$ cat src/rtl/id_ex_stage_reg.sv
// ID/EX pipeline register. Adds a valid bit, hold, flush, and load-use hazard
// detection that inserts a bubble and counts the bubbles it inserts.
module id_ex_stage_reg #(
  parameter int DATA_W  = 32,
  parameter int ALUOP_W = 3,
  parameter int RA_W    = 5,
  parameter int CNT_W   = 16
) (
  input  logic               clk,
  input  logic               rst,
  input  logic               idValid,
  input  logic [DATA_W-1:0]  pcAdded,
  input  logic [DATA_W-1:0]  read1,
  input  logic [DATA_W-1:0]  read2,
  input  logic [DATA_W-1:0]  i16_0Extended,
  input  logic [RA_W-1:0]    rs,
  input  logic [RA_W-1:0]    rt,
  input  logic [RA_W-1:0]    rd,
  input  logic               regDst,
  input  logic               aluSrc,
  input  logic               branch,
  input  logic               memWrite,
  input  logic               memRead,
  input  logic               regWrite,
  input  logic               memToReg,
  input  logic [ALUOP_W-1:0] aluOp,
  input  logic               flush,
  input  logic               exStall,
  output logic               outValid,
  output logic [DATA_W-1:0]  outpcAdded,
  output logic [DATA_W-1:0]  outRead1,
  output logic [DATA_W-1:0]  outRead2,
  output logic [DATA_W-1:0]  outi16_0Extended,
  output logic [RA_W-1:0]    outRs,
  output logic [RA_W-1:0]    outRt,
  output logic [RA_W-1:0]    outRd,
  output logic               outRegDst,
  output logic               outAluSrc,
  output logic               outBranch,
  output logic               outMemWrite,
  output logic               outMemRead,
  output logic               outRegWrite,
  output logic               outMemToReg,
  output logic [ALUOP_W-1:0] outAluOp,
  output logic               holdUpstream,
  output logic [CNT_W-1:0]   stallCount
);

  logic [RA_W-1:0] ex_dest;
  logic            hazard;
  logic            bubble;

  // A load in EX whose destination (never r0) feeds the instruction in ID.
  always_comb begin
    ex_dest      = outRegDst ? outRd : outRt;
    hazard       = idValid & outValid & outMemRead &
                   (ex_dest != {RA_W{1'b0}}) &
                   ((ex_dest == rs) | (ex_dest == rt));
    holdUpstream = exStall | (hazard & ~flush);
    bubble       = rst | flush | (~exStall & hazard);
  end

  // Pipeline contents: clear on reset/bubble, hold on exStall, else load.
  always_ff @(posedge clk) begin
    if (bubble) begin
      outValid         <= 1'b0;
      outpcAdded       <= {DATA_W{1'b0}};
      outRead1         <= {DATA_W{1'b0}};
      outRead2         <= {DATA_W{1'b0}};
      outi16_0Extended <= {DATA_W{1'b0}};
      outRs            <= {RA_W{1'b0}};
      outRt            <= {RA_W{1'b0}};
      outRd            <= {RA_W{1'b0}};
      outRegDst        <= 1'b0;
      outAluSrc        <= 1'b0;
      outBranch        <= 1'b0;
      outMemWrite      <= 1'b0;
      outMemRead       <= 1'b0;
      outRegWrite      <= 1'b0;
      outMemToReg      <= 1'b0;
      outAluOp         <= {ALUOP_W{1'b0}};
    end else if (!exStall) begin
      outValid         <= idValid;
      outpcAdded       <= pcAdded;
      outRead1         <= read1;
      outRead2         <= read2;
      outi16_0Extended <= i16_0Extended;
      outRs            <= rs;
      outRt            <= rt;
      outRd            <= rd;
      outRegDst        <= regDst;
      outAluSrc        <= aluSrc;
      outBranch        <= branch;
      outMemWrite      <= memWrite;
      outMemRead       <= memRead;
      outRegWrite      <= regWrite;
      outMemToReg      <= memToReg;
      outAluOp         <= aluOp;
    end else begin
      outValid         <= outValid;
      outpcAdded       <= outpcAdded;
      outRead1         <= outRead1;
      outRead2         <= outRead2;
      outi16_0Extended <= outi16_0Extended;
      outRs            <= outRs;
      outRt            <= outRt;
      outRd            <= outRd;
      outRegDst        <= outRegDst;
      outAluSrc        <= outAluSrc;
      outBranch        <= outBranch;
      outMemWrite      <= outMemWrite;
      outMemRead       <= outMemRead;
      outRegWrite      <= outRegWrite;
      outMemToReg      <= outMemToReg;
      outAluOp         <= outAluOp;
    end
  end

  // Load-use bubble counter; saturates instead of wrapping.
  always_ff @(posedge clk) begin
    if (rst) begin
      stallCount <= {CNT_W{1'b0}};
    end else if (!flush && !exStall && hazard && (stallCount != {CNT_W{1'b1}})) begin
      stallCount <= stallCount + CNT_W'(1);
    end else begin
      stallCount <= stallCount;
    end
  end

endmodule

$ cat config.mk
export PLATFORM = sky130hd
export DESIGN_NAME = id_ex_stage_reg
export DESIGN_NICKNAME = d
export VERILOG_FILES = /design/src/rtl/id_ex_stage_reg.sv
export SDC_FILE = /design/constraint.sdc
export NUM_CORES = 1
export LEC_CHECK = 0
export BUFFER_PORTS_ARGS = -buffer_cell sky130_fd_sc_hd__buf_2
export CAP_MARGIN = 15
export CORE_ASPECT_RATIO = 1.1
export CORE_UTILIZATION = 33
export CTS_CLUSTER_SIZE = 40
export DETAILED_ROUTE_END_ITERATION = 16
export HOLD_SLACK_MARGIN = 0.02
export PLACE_DENSITY_LB_ADDON = 0.3
export SLEW_MARGIN = 40
export SYNTH_ARGS = -nofsm -noshare
export SYNTH_HDL_FRONTEND = slang
export SYNTH_SLANG_ARGS = --single-unit
$ cat constraint.sdc
create_clock -name clk -period 2.6 [get_ports clk]
set_clock_uncertainty 0.15 [all_clocks]
set_input_delay 0.52 -clock clk [delete_from_list [all_inputs] [get_ports clk]]
set_output_delay 0.52 -clock clk [all_outputs]
set_load 0.01 [all_outputs]
Word level (Yosys, flattened, before mapping)
Cells that the tools add are included.
Word-level totals
  output and inout port bits: 171
  bits in registers: 170
  word-level logic and storage cells: 40
Operators by class
  bitwise gates (word level): 12
  add/sub/neg operators: 1
  equality and inequality tests: 3
  reduce and logical (&&, ||, !) cells: 6
  multiplexer cells: 1
Operator list (number)
  $add A16 B1 Y16 const B: 1
  $ne A16 B16 Y1 const B: 1
  $eq A5 B5 Y1: 2
  $and A1 B1 Y1: 6
  $mux W5: 1
  $reduce_bool A5 Y1: 1
  $or A1 B1 Y1: 4
  $logic_and A1 B1 Y1: 3
  $logic_not A1 Y1: 2
  $not A1 Y1: 2

Logic depth before layout (Yosys ltp)
  depth in word-level cells: 6
  mapped depth: 10
  depth with buffers taken out: 7

Worst setup path after synthesis
Ideal clock, no wire load.
  path kind: register to output
  start point: register outRegDst
  end point: output port holdUpstream
  data arrival time: 1926 ps
  buffers on the path: 3
  path slack: 4 ps
  stages on the path, launching flop included: 10
  cell sequence: dfxtp_1 -> buf_6 -> nor4b_1 -> o22ai_1 -> and4_1 -> and4_1 -> a41oi_2 -> buf_6 -> buf_2 -> o21bai_1
On the way
  word-level cells in the longest chain between the ends: 6
Ends and longest elaborated chain
  start, declared: RTL line 37  | output logic outRegDst,
  start signal, assigned: RTL line 91  | outRegDst <= regDst;
  start signal, assigned: RTL line 108  | outRegDst <= outRegDst;
  $mux W5 (*): RTL line 55  | ex_dest = outRegDst ? outRd : outRt;
  $eq A5 B5 Y1 or $reduce_bool A5 Y1 (tied branches): RTL line 58, 57
  $or A1 B1 Y1 or $and A1 B1 Y1 (tied branches): RTL line 58, 56
  $and A1 B1 Y1 (*): RTL line 57  | (ex_dest != {RA_W{1'b0}}) &
  $and A1 B1 Y1 (*): RTL line 59  | holdUpstream = exStall | (hazard & ~flush);
  $or A1 B1 Y1 (*): RTL line 59
  end, declared: RTL line 45  | output logic holdUpstream,
Every way passes the cells marked *; elsewhere a longest branch is shown, timed or not.

Worst setup path after layout
Same ends and word-level chain as after synthesis.

==> run metrics <==
CTS root buffer=sky130_fd_sc_hd__clkbuf_16; mapped cell area=roughly 6400 um^2; most frequent cells after synthesis=170 x sky130_fd_sc_hd__dfxtp_1, 159 x sky130_fd_sc_hd__nor2_1, 158 x sky130_fd_sc_hd__mux2i_1, 31 x sky130_fd_sc_hd__clkbuf_1, 13 x sky130_fd_sc_hd__a21oi_1; latest clock arrival within the worst-skew pair=0.41 ns; port buffer count=328; top-area cell type share of the netlist area=52.8%; post-route minimum period=a little under 3 ns; kind of end point of the critical path=output pin; maximum level of the CTS H-tree=4; fin worst setup slack=-0.312 ns; setup tns final=-0.405 ns; GR Util All Layers=approximately 17%; startpoint of the worst hold path=read2[12]; outcome=finished with violations; Routed WL=17900 um; number of instances in the synthesized netlist=about 630; Via Count=5720; master of the slowest instance on the critical path=sky130_fd_sc_hd__dfxtp_4; number of global-route vias before repair=5523; critical path's largest stage delay=0.37 ns; vertical die dimension=149 um; maximum capacitance violations=0; Syn Nets=787; class of the worst hold path=primary input to flip-flop; flop and latch count out of synthesis=170; Synth warnings=0; Required @ worst endpoint=1.93 ns; Crit Reg-Reg Endpoint=stallCount[12]; Pre-Repair DR Iteration Count=4; EDFF count, synth=0; setup repair after global routing missed its margin=yes; placement row count=53; number of cells traversed by the worst hold path=3; Arr. time, crit path=2.24 ns; Total Die Area=a little over 20000 um^2; CP delay by family, top=simple AND/OR/NAND/NOR gates; count of nets left with antenna violations after detail routing=0; Routed WL per cell=approximately 14 um; classification of the worst setup path=flip-flop to output pin; number of design rule violations left after detail routing=0; number of antenna violations at the first check in global routing=1; number of buffers created by CTS=17; most area-consuming cells after synthesis=sky130_fd_sc_hd__dfxtp_1 53%, sky130_fd_sc_hd__mux2i_1 25%, sky130_fd_sc_hd__nor2_1 9.3%; crit-path cells=buf_6 > nor4_4 > o22ai_2 > and4_1 > and4_4 > a41oi_4 > buf_12 > o21bai_1 > buf_2; maximum count of clock buffers along a single path=2; post-synthesis cell type with the largest combined area=sky130_fd_sc_hd__dfxtp_1; die width=135 um; Synth async-reset ratio=0%; vias per inst=4.61; setup violation total in the final timing report=11; CTS tree=yes; Worst Tran Pin Value=0.668 ns; worst hold slack=around 0.18 ns; Area growth, synth to finish=47.1%; top flip-flop cell by instance count after synthesis=sky130_fd_sc_hd__dfxtp_1; count of distinct cell types in the synthesized netlist=36; tightest slew margin relative to the limit=a little under three fifths; pin count of the biggest net entering global routing=85; r2r worst-path depth=10; violated checks=negative setup slack; number of buffer and inverter stages on the critical path=3; clock slew seen by the registers of the worst setup and hold paths=0.07 ns; Filler Cells Inserted=between 1500 and 2000; maximum vdd drop=~400 uV; final cycle utilization of the critical path=112%; PwrDens=613 nW/um^2; final hold vios=0; Syn Area/Cell=10.3 um^2; number of sinks on the clock net=170; RePlAce Congestion=between 0.7 and 0.8; I/O pin total=329; cell with the most instances after synthesis=sky130_fd_sc_hd__dfxtp_1; area of the core region=19100 um^2; violation count after the first detailed-routing iteration=roughly 150; detailed-placement wirelength estimate=12900 um; global route overflow=0; slack of the worst reg-to-reg path=-0.04 ns; sequential cell area fraction in the yosys report=52.8%; number of nets in the layout=1139; reported leakage power=4.84 nW; pre-CTS WS=-0.0797 ns; hold-fix buffers at CTS=0; final slew viol count=0; cell area after layout=9480 um^2; maximum clock rate=~340 MHz; initial standard-cell utilization of the core=33.8%; source of the worst register-to-register timing path=outRegDst; critical path fanouts, max=5; global-route wire length before repair=27200 um; worst-case hold path end point=outRead2[12]; ratio of cells with drive above 1 in the final layout=about 43%; sort of element at the start of the critical path=flip-flop; Area after DPL=a little under 9000 um^2
## logic make-up after synthesis
logic type | count (synthesis) | synth area share, %
buf+inv | 44 | 3.09
simple gates | 210 | 14.2
compound gates | 31 | 3.14
mux | 162 | 25.3
flops | 170 | 52.8
xor+xnor | 10 | 1.36
fa+ha+maj | 1 | 0.194
## power breakdown
group / internal [mW] / switching, mW
clock network: 1.30 / 1.15
logic: 0.333 / 0.305
registers: 2.68 / 0.0449
total: 4.31 / 1.50
## cell type report
cell class	count	area, um^2	share of cell area [%]
inverters	1	3.75	0.0396
diodes	1	2.50	0.0264
repair buffers	376	2230	23.5
clock buffers	19	443	4.67
clock inverters	13	128	1.35
multi-input cells	414	2960	31.2
well taps	247	309	3.26
flip-flops and latches	170	3410	35.9
## cell usage in the layout, fill, tap and decap left out, drive strengths merged, types with 7 or more instances in the layout
cell type | Yosys | final
nor2 | 159 | 159
dfxtp | 170 | 170
buf | 12 | 372
a21oi | 13 | 13
clkbuf | 31 | 22
inv | 1 | 9
or4 | 11 | 11
mux2i | 159 | 159
nand2 | 7 | 7
o31ai | 10 | 10
## through the flow
step | instances | utilization [%] | power (mW)
2_1_floorplan | 628 | - | 3.10
3_3_place_gp | 1200 | 45.4 | 3.40
3_5_place_dp | 1200 | 45.4 | 3.40
4_1_cts | 1235 | 48.8 | 5.88
5_1_grt | 1240 | 49.6 | 6.07
6_report | 1241 | 49.7 | 5.81
## registers in the layout, summed over array words and instances (netlist names)
name,flops
outAluOp,3
outAluSrc,1
outBranch,1
outMemRead,1
outMemToReg,1
outMemWrite,1
outRd,5
outRead1,32
outRead2,32
outRegDst,1
outRegWrite,1
outRs,5
outRt,5
outValid,1
outi16_0Extended,32
outpcAdded,32
stallCount,16
## routing by layer
metal | share of wire [%] | global-route usage [%] | vias to the layer above
met1 | 42 | 20.3 | 2649
met2 | 49 | 28.9 | 204
met3 | 7.8 | 5.93 | 12
met5 | 0 | 0 | -
li1 | - | - | 2855
met4 | 1.1 | 5.45 | 0
## what timing repair did
item,CTS,global route
pin swaps,1,7
gates cloned,1,2
endpoints found under the setup margin,1,166
setup buffers,2,3
hold endpoints to repair,0,0
resized for setup,8,17
## tightest hold or removal path: cells and delay by family
family | cells | cell delay, ns
AND/OR/NAND/NOR | 1 | 0.07
buffers and inverters | 1 | 0.07
multiplexers | 1 | 0.05
## worst max-delay path by stage
stage                     startpoint      endpoint  slack, ns  cells after the start
after floorplan            outRegDst  holdUpstream      0.004                      9
after global placement     outRegDst  holdUpstream      -0.05                      8
after detailed placement   outRegDst  holdUpstream      -0.08                      8
after CTS                  outRegDst  holdUpstream      -0.24                      8
after global routing       outRegDst  holdUpstream      -0.41                      9
final                      outRegDst  holdUpstream      -0.31                      9
Power figures use the tool's default switching activity.
